`src/rtl/operand_packer_pkg.sv`:
```
// Shared constants and slot encodings for the operand packer.
// Imported by the assembler top and its frame FIFO.
package operand_packer_pkg;

  localparam int N_DEF      = 10;
  localparam int FIFO_DEPTH = 2;

  typedef enum logic [1:0] {
    IDX_A = 2'd0,
    IDX_B = 2'd1,
    IDX_C = 2'd2,
    IDX_D = 2'd3
  } idx_e;

endpackage

```
`src/rtl/operand_packer_frame_fifo.sv`:
```
// Two-entry frame FIFO holding assembled {A,B,C,D} words.
// Head is a plain register read; count drives the handshake flags.
module frame_fifo
  import operand_packer_pkg::*;
#(
  parameter int W = 4 * N_DEF
) (
  input  logic         clk,
  input  logic         rst_n,
  input  logic         push,
  input  logic [W-1:0] push_data,
  input  logic         pop,
  output logic [W-1:0] head,
  output logic [1:0]   count
);

  logic [W-1:0] mem_q [FIFO_DEPTH];
  logic [W-1:0] mem_d [FIFO_DEPTH];
  logic         rd_q, rd_d;
  logic         wr_q, wr_d;
  logic [1:0]   cnt_q, cnt_d;
  logic         do_push, do_pop;

  assign do_push = push && (cnt_q != 2'(FIFO_DEPTH));
  assign do_pop  = pop && (cnt_q != 2'd0);

  always_comb begin
    mem_d = mem_q;
    rd_d  = rd_q;
    wr_d  = wr_q;
    cnt_d = cnt_q + 2'(do_push) - 2'(do_pop);
    if (do_push) begin
      mem_d[wr_q] = push_data;
      wr_d        = ~wr_q;
    end
    if (do_pop) begin
      rd_d = ~rd_q;
    end
  end

  always_ff @(posedge clk or negedge rst_n) begin
    if (!rst_n) begin
      for (int i = 0; i < FIFO_DEPTH; i++) begin
        mem_q[i] <= '0;
      end
      rd_q  <= 1'b0;
      wr_q  <= 1'b0;
      cnt_q <= 2'd0;
    end else begin
      mem_q <= mem_d;
      rd_q  <= rd_d;
      wr_q  <= wr_d;
      cnt_q <= cnt_d;
    end
  end

  assign head  = mem_q[rd_q];
  assign count = cnt_q;

endmodule

```
`src/rtl/operand_packer.sv`:
```
// Packs a serial word stream into {A,B,C,D} operand frames.
// in_ready comes only from FIFO occupancy, never from out_ready.
module operand_packer
  import operand_packer_pkg::*;
#(
  parameter int N = N_DEF
) (
  input  logic         clk,
  input  logic         rst_n,
  input  logic [N-1:0] in_data,
  input  logic         in_valid,
  input  logic         in_sof,
  output logic         in_ready,
  output logic [N-1:0] A,
  output logic [N-1:0] B,
  output logic [N-1:0] C,
  output logic [N-1:0] D,
  output logic         out_valid,
  input  logic         out_ready,
  output logic         frame_err,
  output logic [7:0]   frame_cnt
);

  idx_e         idx_q, idx_d, slot;
  logic [1:0]   slot_nxt;
  logic [N-1:0] a_q, a_d;
  logic [N-1:0] b_q, b_d;
  logic [N-1:0] c_q, c_d;
  logic         err_q, err_d;
  logic [7:0]   cnt_q, cnt_d;
  logic         accept;
  logic         push, pop;
  logic [4*N-1:0] head;
  logic [1:0]   fifo_cnt;

  assign in_ready  = (fifo_cnt != 2'(FIFO_DEPTH));
  assign out_valid = (fifo_cnt != 2'd0);
  assign pop       = out_valid && out_ready;
  assign accept    = in_valid && in_ready;
  assign slot      = in_sof ? IDX_A : idx_q;
  assign slot_nxt  = slot + 2'd1;

  always_comb begin
    idx_d = idx_q;
    a_d   = a_q;
    b_d   = b_q;
    c_d   = c_q;
    err_d = 1'b0;
    push  = 1'b0;
    cnt_d = pop ? cnt_q + 8'd1 : cnt_q;
    if (accept) begin
      unique case (1'b1)
        slot == IDX_A: a_d  = in_data;
        slot == IDX_B: b_d  = in_data;
        slot == IDX_C: c_d  = in_data;
        slot == IDX_D: push = 1'b1;
      endcase
      idx_d = idx_e'(slot_nxt);
      // sof mid-frame drops the partial words already held
      err_d = in_sof && (idx_q != IDX_A);
    end
  end

  always_ff @(posedge clk or negedge rst_n) begin
    if (!rst_n) begin
      idx_q <= IDX_A;
      a_q   <= '0;
      b_q   <= '0;
      c_q   <= '0;
      err_q <= 1'b0;
      cnt_q <= 8'd0;
    end else begin
      idx_q <= idx_d;
      a_q   <= a_d;
      b_q   <= b_d;
      c_q   <= c_d;
      err_q <= err_d;
      cnt_q <= cnt_d;
    end
  end

  frame_fifo #(
    .W(4 * N)
  ) u_fifo (
    .clk      (clk),
    .rst_n    (rst_n),
    .push     (push),
    .push_data({a_q, b_q, c_q, in_data}),
    .pop      (pop),
    .head     (head),
    .count    (fifo_cnt)
  );

  assign {A, B, C, D} = out_valid ? head : '0;
  assign frame_err    = err_q;
  assign frame_cnt    = cnt_q;

endmodule

```
`config.mk`:
```
export PLATFORM = sky130hd
export DESIGN_NAME = operand_packer
export DESIGN_NICKNAME = d
export VERILOG_FILES = /design/src/rtl/operand_packer_pkg.sv /design/src/rtl/operand_packer_frame_fifo.sv /design/src/rtl/operand_packer.sv
export SDC_FILE = /design/constraint.sdc
export NUM_CORES = 1
export LEC_CHECK = 0
export ABC_AREA = 1
export ABC_CLOCK_PERIOD_IN_PS = 4150
export BUFFER_PORTS_ARGS = -buffer_cell sky130_fd_sc_hd__buf_2
export CORE_ASPECT_RATIO = 1.25
export CORE_MARGIN = 2
export CORE_UTILIZATION = 42
export CTS_CLUSTER_DIAMETER = 100
export DETAILED_ROUTE_END_ITERATION = 7
export SLEW_MARGIN = 40
export SYNTH_ARGS = -nofsm -noshare
export SYNTH_HDL_FRONTEND = slang
export SYNTH_SLANG_ARGS = --single-unit
```
`constraint.sdc`:
```
create_clock -name clk -period 4.15 [get_ports clk]
set_input_delay 0.6225 -clock clk [delete_from_list [all_inputs] [get_ports clk]]
set_output_delay 0.6225 -clock clk [all_outputs]
set_load 0.02 [all_outputs]
```
* Word level (Yosys, flattened, before mapping)
Cells that the tools add are included.
** Operators by class
- Reductions and logical operators :: 12
- Magnitude comparators :: 3
- $mul :: 0
- Divide/modulo/power cells :: 0
- Add/sub/neg operators :: 4
- Shift-type cells :: 0
- Muxes and demuxes :: 11
- Equal/unequal tests :: 4
- Bitwise gates (word level) :: 4
** Operators by type and width (number)
- $mux W40 :: 5
- $bwmux W80 :: 1
- $demux W40 S1 :: 1
- $add A8 B1 Y8 const B :: 1
- $logic_and A1 B1 Y1 :: 6
- $reduce_and A2 Y1 :: 3
- $eq A2 B2 Y1 const B :: 2
- $ge A2 B2 Y1 const B :: 2
- $not A1 Y2 :: 2
- $reduce_bool A2 Y1 :: 2
- $mux W1 :: 3
- $add A2 B1 Y2 :: 1
- $add A2 B1 Y2 const B :: 1
- $eq A2 B1 Y1 const B :: 1
- $logic_not A2 Y1 :: 1
- $lt A2 B1 Y1 const B :: 1
- $mux W2 :: 1
- $ne A2 B2 Y1 const B :: 1
- $not A1 Y1 :: 2
- $sub A2 B1 Y2 :: 1
** Storage, ports and cells
- Input bits :: 15
- Bits in writable memories :: 0
- Word-level logic and storage cells :: 49
- Register bits after elaboration :: 125
- Bits in read-only memories :: 0
- Output and inout port bits :: 51
- Memories kept :: 0
- Bits in latches :: 0

* Longest topological paths before layout
- Depth after elaboration :: 7
- Mapped depth :: 9

* By module
From an unflattened synthesis, not the netlist that was laid out.
** Unflattened totals
- Cell total of the unflattened synthesis :: 780
- Area total of the unflattened synthesis :: 6127.1 um2
** Modules (own cells, without submodules)
- frame_fifo :: area an instance 4062.6 um2, times used 1, cells each 515
- operand_packer :: area an instance 2064.5 um2, times used 1, cells each 265

* Least setup slack after synthesis
No wires, ideal clock.
- Path kind :: register -> output
- Start point :: reg u_fifo.rd_q
- End point :: out A[0]
- Slack :: 2.276 ns
- Stages on the path, launching flop included :: 5
- Arrival time :: 1.252 ns
- Cells stage by stage :: dfrtp_1 -> clkbuf_1 -> clkbuf_1 -> o21ai_0 -> a21oi_1
** Between the ends
- Longest elaborated chain between the ends :: 5
** RTL lines
- start: declaration :: line operand_packer_frame_fifo.sv:19 : logic rd_q, rd_d;
- start signal: assignment :: line operand_packer_frame_fifo.sv:51 : rd_q <= rd_d;
- $not A1 Y2 (not written as such) :: line operand_packer_frame_fifo.sv:57 : assign head = mem_q[rd_q];
- $mux W40 (not written as such) (3 in a row) :: line operand_packer_frame_fifo.sv:57
- $mux W40 :: line operand_packer.sv:94 : assign {A, B, C, D} = out_valid ? head : '0;
- end: declaration :: line operand_packer.sv:14 : output logic [N-1:0] A,
Every way passes these cells. The select of a mux whose other input is x is not followed.

* Final worst setup path
- Start point :: reg u_fifo.cnt_q[1] (netlist: u_fifo.count[1])
- End point :: out D[9]
** Between the ends
- Longest elaborated chain between the ends :: 2
** RTL lines
- start: declaration :: line operand_packer_frame_fifo.sv:21 : logic [1:0] cnt_q, cnt_d;
- start signal: assignment :: line operand_packer_frame_fifo.sv:53 : cnt_q <= cnt_d;
- $reduce_bool A2 Y1 :: line operand_packer.sv:37 : assign out_valid = (fifo_cnt != 2'd0);
- $mux W40 :: line operand_packer.sv:94
- end: declaration :: line operand_packer.sv:17 : output logic [N-1:0] D,
Every way passes these cells.

==> out/metrics.yaml <==
start_util_pct: 42.9
n_antenna_cell: 0
hold_violations: 0
htreeDepth: 4
end_kind: "primary output"
vias: 4209
clkSlewWorstSetupHoldPaths_ns: 0.06
synth_edf_count: 0
yosys-top-cells-count: "nand2_1 (215), dfrtp_1 (125), o21ai_0 (112)"
port-buffer-count: 65
cts.sinks: 125
p_clk_share_pct: 28.2
drive_gt1_share_pct: 16.1
synth_top_area_share_pct: 57.6
skew_ns: 0.00728
syn_nets: 654
synth_seq_cells: 125
drtIter0Drc: 231
p_sw_w: 0.00213
crit_type: "flip-flop to primary output"
startpoint_type: "flip-flop"
clk_latency_ns: 0.41
grt_pass1_wl_microns: 20800
area_delta_synth_final_pct: 18.7
arrival_ns: 2.00
wl_per_cell_microns: 14.1
seqCellArea_sq_um: 3130
finalCritPeriodShare_pct: 63.1
pin_count: 66
ant_nets: 0
fin_crit_ns: 2.62
fmax_ghz: 0.382
grt_most_used_layer: "met2"
p_per_area_nw_per_um2: 854
worstPathMaxFanout: 41
grt_pass1_vias: 4234
die_h_microns: 131
post-route-util_pct: 50.9
syn_avg_cell_area_sq_um: 8.58
async_reset_ff_share_pct: 100
worstMarginPinSlew_ns: 0.754
post_cts_buffers: 0
setup_violations: 0
clockBufferDepth: 2
drc: 0
rsz0062_at_grt: "false"
p_seq_share_pct: 38.2
pwr-share-comb_pct: 33.6
power.share.switching_pct: 38.7
grt_util_met3_pct: 4.81
dp_hpwl_microns: 7770
met1_usage_pct: 23.6
gp_congestion: 0.761
num_rows: 46
slew_violations: 0
hold_path.class: "input port to asynchronous set/reset pin"
cts_resized: 0
grt.overflow.total: 0
seq_area_frac_synth_pct: 57.6
syn_area_sq_um: 5430
fp.coreArea_sq_um: 12700
post_drt_via_cell_ratio: 4.84
routed_wl_microns: 12200
cp.required_ns: 3.53
antenna_found_initial: 0
cts_tree: "yes"
drt-pass1-iter-count: 4
status: "finished clean"
ys_types: 23
fp.dieArea_sq_um: 13900
yosys_warnings: 0
final_nets: 709
cap_violations: 0
fp.dieW_microns: 106
p_int_w: 0.00337
multi_input_area_sq_um: 1840
grt_start_max_net_pins: 80
vdd.ir_drop.worst_mv: 0.392
tns_ns: 0
yosysMostFrequentCell: "nand2_1"
synth_area_leaders: "dfrtp_1 (58%), nand2_1 (15%), o21ai_0 (10%)"
met2_usage_pct: 31.9
p_leak_nw: 3.36
fillers: 1188
synth_flop_cell: "dfrtp_1"
grt.total_usage_pct: 19.0
synth_top_area_cell: "dfrtp_1"
ctsHoldBuffers: 0
synthCells: 633
cts_buffers: 17
root_buffer: "clkbuf_16"
relSlewSlack_pct: 49.6
stage by stage:
step / instance area, sq um / hold WS [ns] / instances / total power (W) / setup WS, ns
floorplan: 5430 / 0.327 / 633 / 0.00336 / 2.28
global placement: 5820 / 0.448 / 837 / 0.00393 / 1.54
detailed placement: 5820 / 0.454 / 837 / 0.00399 / 1.55
CTS: 6450 / 0.295 / 869 / 0.00557 / 1.48
global route: 6450 / 0.320 / 869 / 0.00592 / 1.30
finish: 6450 / 0.264 / 869 / 0.00550 / 1.53
worst max-delay path, cell delays in order (launching register included):
cell and delay [ns]:
dfrtp_1 0.39, nor2_1 0.09, inv_2 0.48, o21ai_0 0.24, a21oi_1 0.19, buf_2 0.19
per-layer routing:
metal  up-vias  wire, microns
met5         -              0
met4         0            189
met3        17            515
met2       102           6110
met1      2001           5410
li1       2089              -
cell usage in the layout (no fill, tap or decap), types with 6 or more instances in the layout:
| master | count |
|---|---|
| ha_1 | 6 |
| buf_2 | 64 |
| a21oi_1 | 40 |
| clkbuf_16 | 17 |
| nand2_1 | 215 |
| buf_4 | 8 |
| inv_1 | 66 |
| o21ai_0 | 112 |
| dfrtp_1 | 124 |
| nor2_1 | 8 |
area by class of cell:
class,count,share of cell area (%)
flip-flops and latches,125,48.6
repair buffers,72,5.90
clock buffers,20,7.08
multi-input cells,402,28.5
clock inverters,12,2.60
well taps,168,3.26
inverters,70,4.08
sequential cells by signal (all words and copies together) (netlist names):
signal,count
u_fifo.mem_q,80
a_q,10
b_q,10
c_q,10
frame_cnt,8
idx_q,2
u_fifo.count,2
frame_err,1
u_fifo.rd_q,1
u_fifo.wr_q,1
power by group through the flow:
stage               logic [W]  clock network [W]  registers [W]
detailed placement    0.00186                  0        0.00212
finish                0.00185            0.00155        0.00210
CTS                   0.00188            0.00158        0.00211
floorplan             0.00138                  0        0.00198
global placement      0.00183                  0        0.00210
global route          0.00210            0.00164        0.00218
kinds of logic (layout without fill, tap and decap cells):
| family | count (synthesis) | after routing | synth area share, % |
|---|---|---|---|
| flip-flops | 125 | 125 | 57.6 |
| XOR/XNOR | 7 | 7 | 1.13 |
| adder cells (fa/ha/maj) | 6 | 6 | 1.38 |
| buffers and inverters | 106 | 174 | 8.61 |
| AND/OR/NAND/NOR | 234 | 234 | 17.0 |
| AO/OA/AOI/OAI | 155 | 155 | 14.3 |
path summary, 6_finish.rpt:
check	startpoint	endpoint	slack (ns)	cells past startpoint
setup / recovery	u_fifo.count[1]	D[9]	1.53	5
hold / removal	rst_n	frame_cnt[6]	0.26	1
setup reg to reg	idx_q[0]	u_fifo.mem_q[63]	1.83	9
hold reg to reg	u_fifo.mem_q[55]	u_fifo.mem_q[55]	0.46	2
max in group asynchronous	rst_n	u_fifo.mem_q[59]	2.89	2
min in group clk	in_data[8]	u_fifo.mem_q[48]	0.45	3
Note: power is estimated with default switching activity, not from simulation.
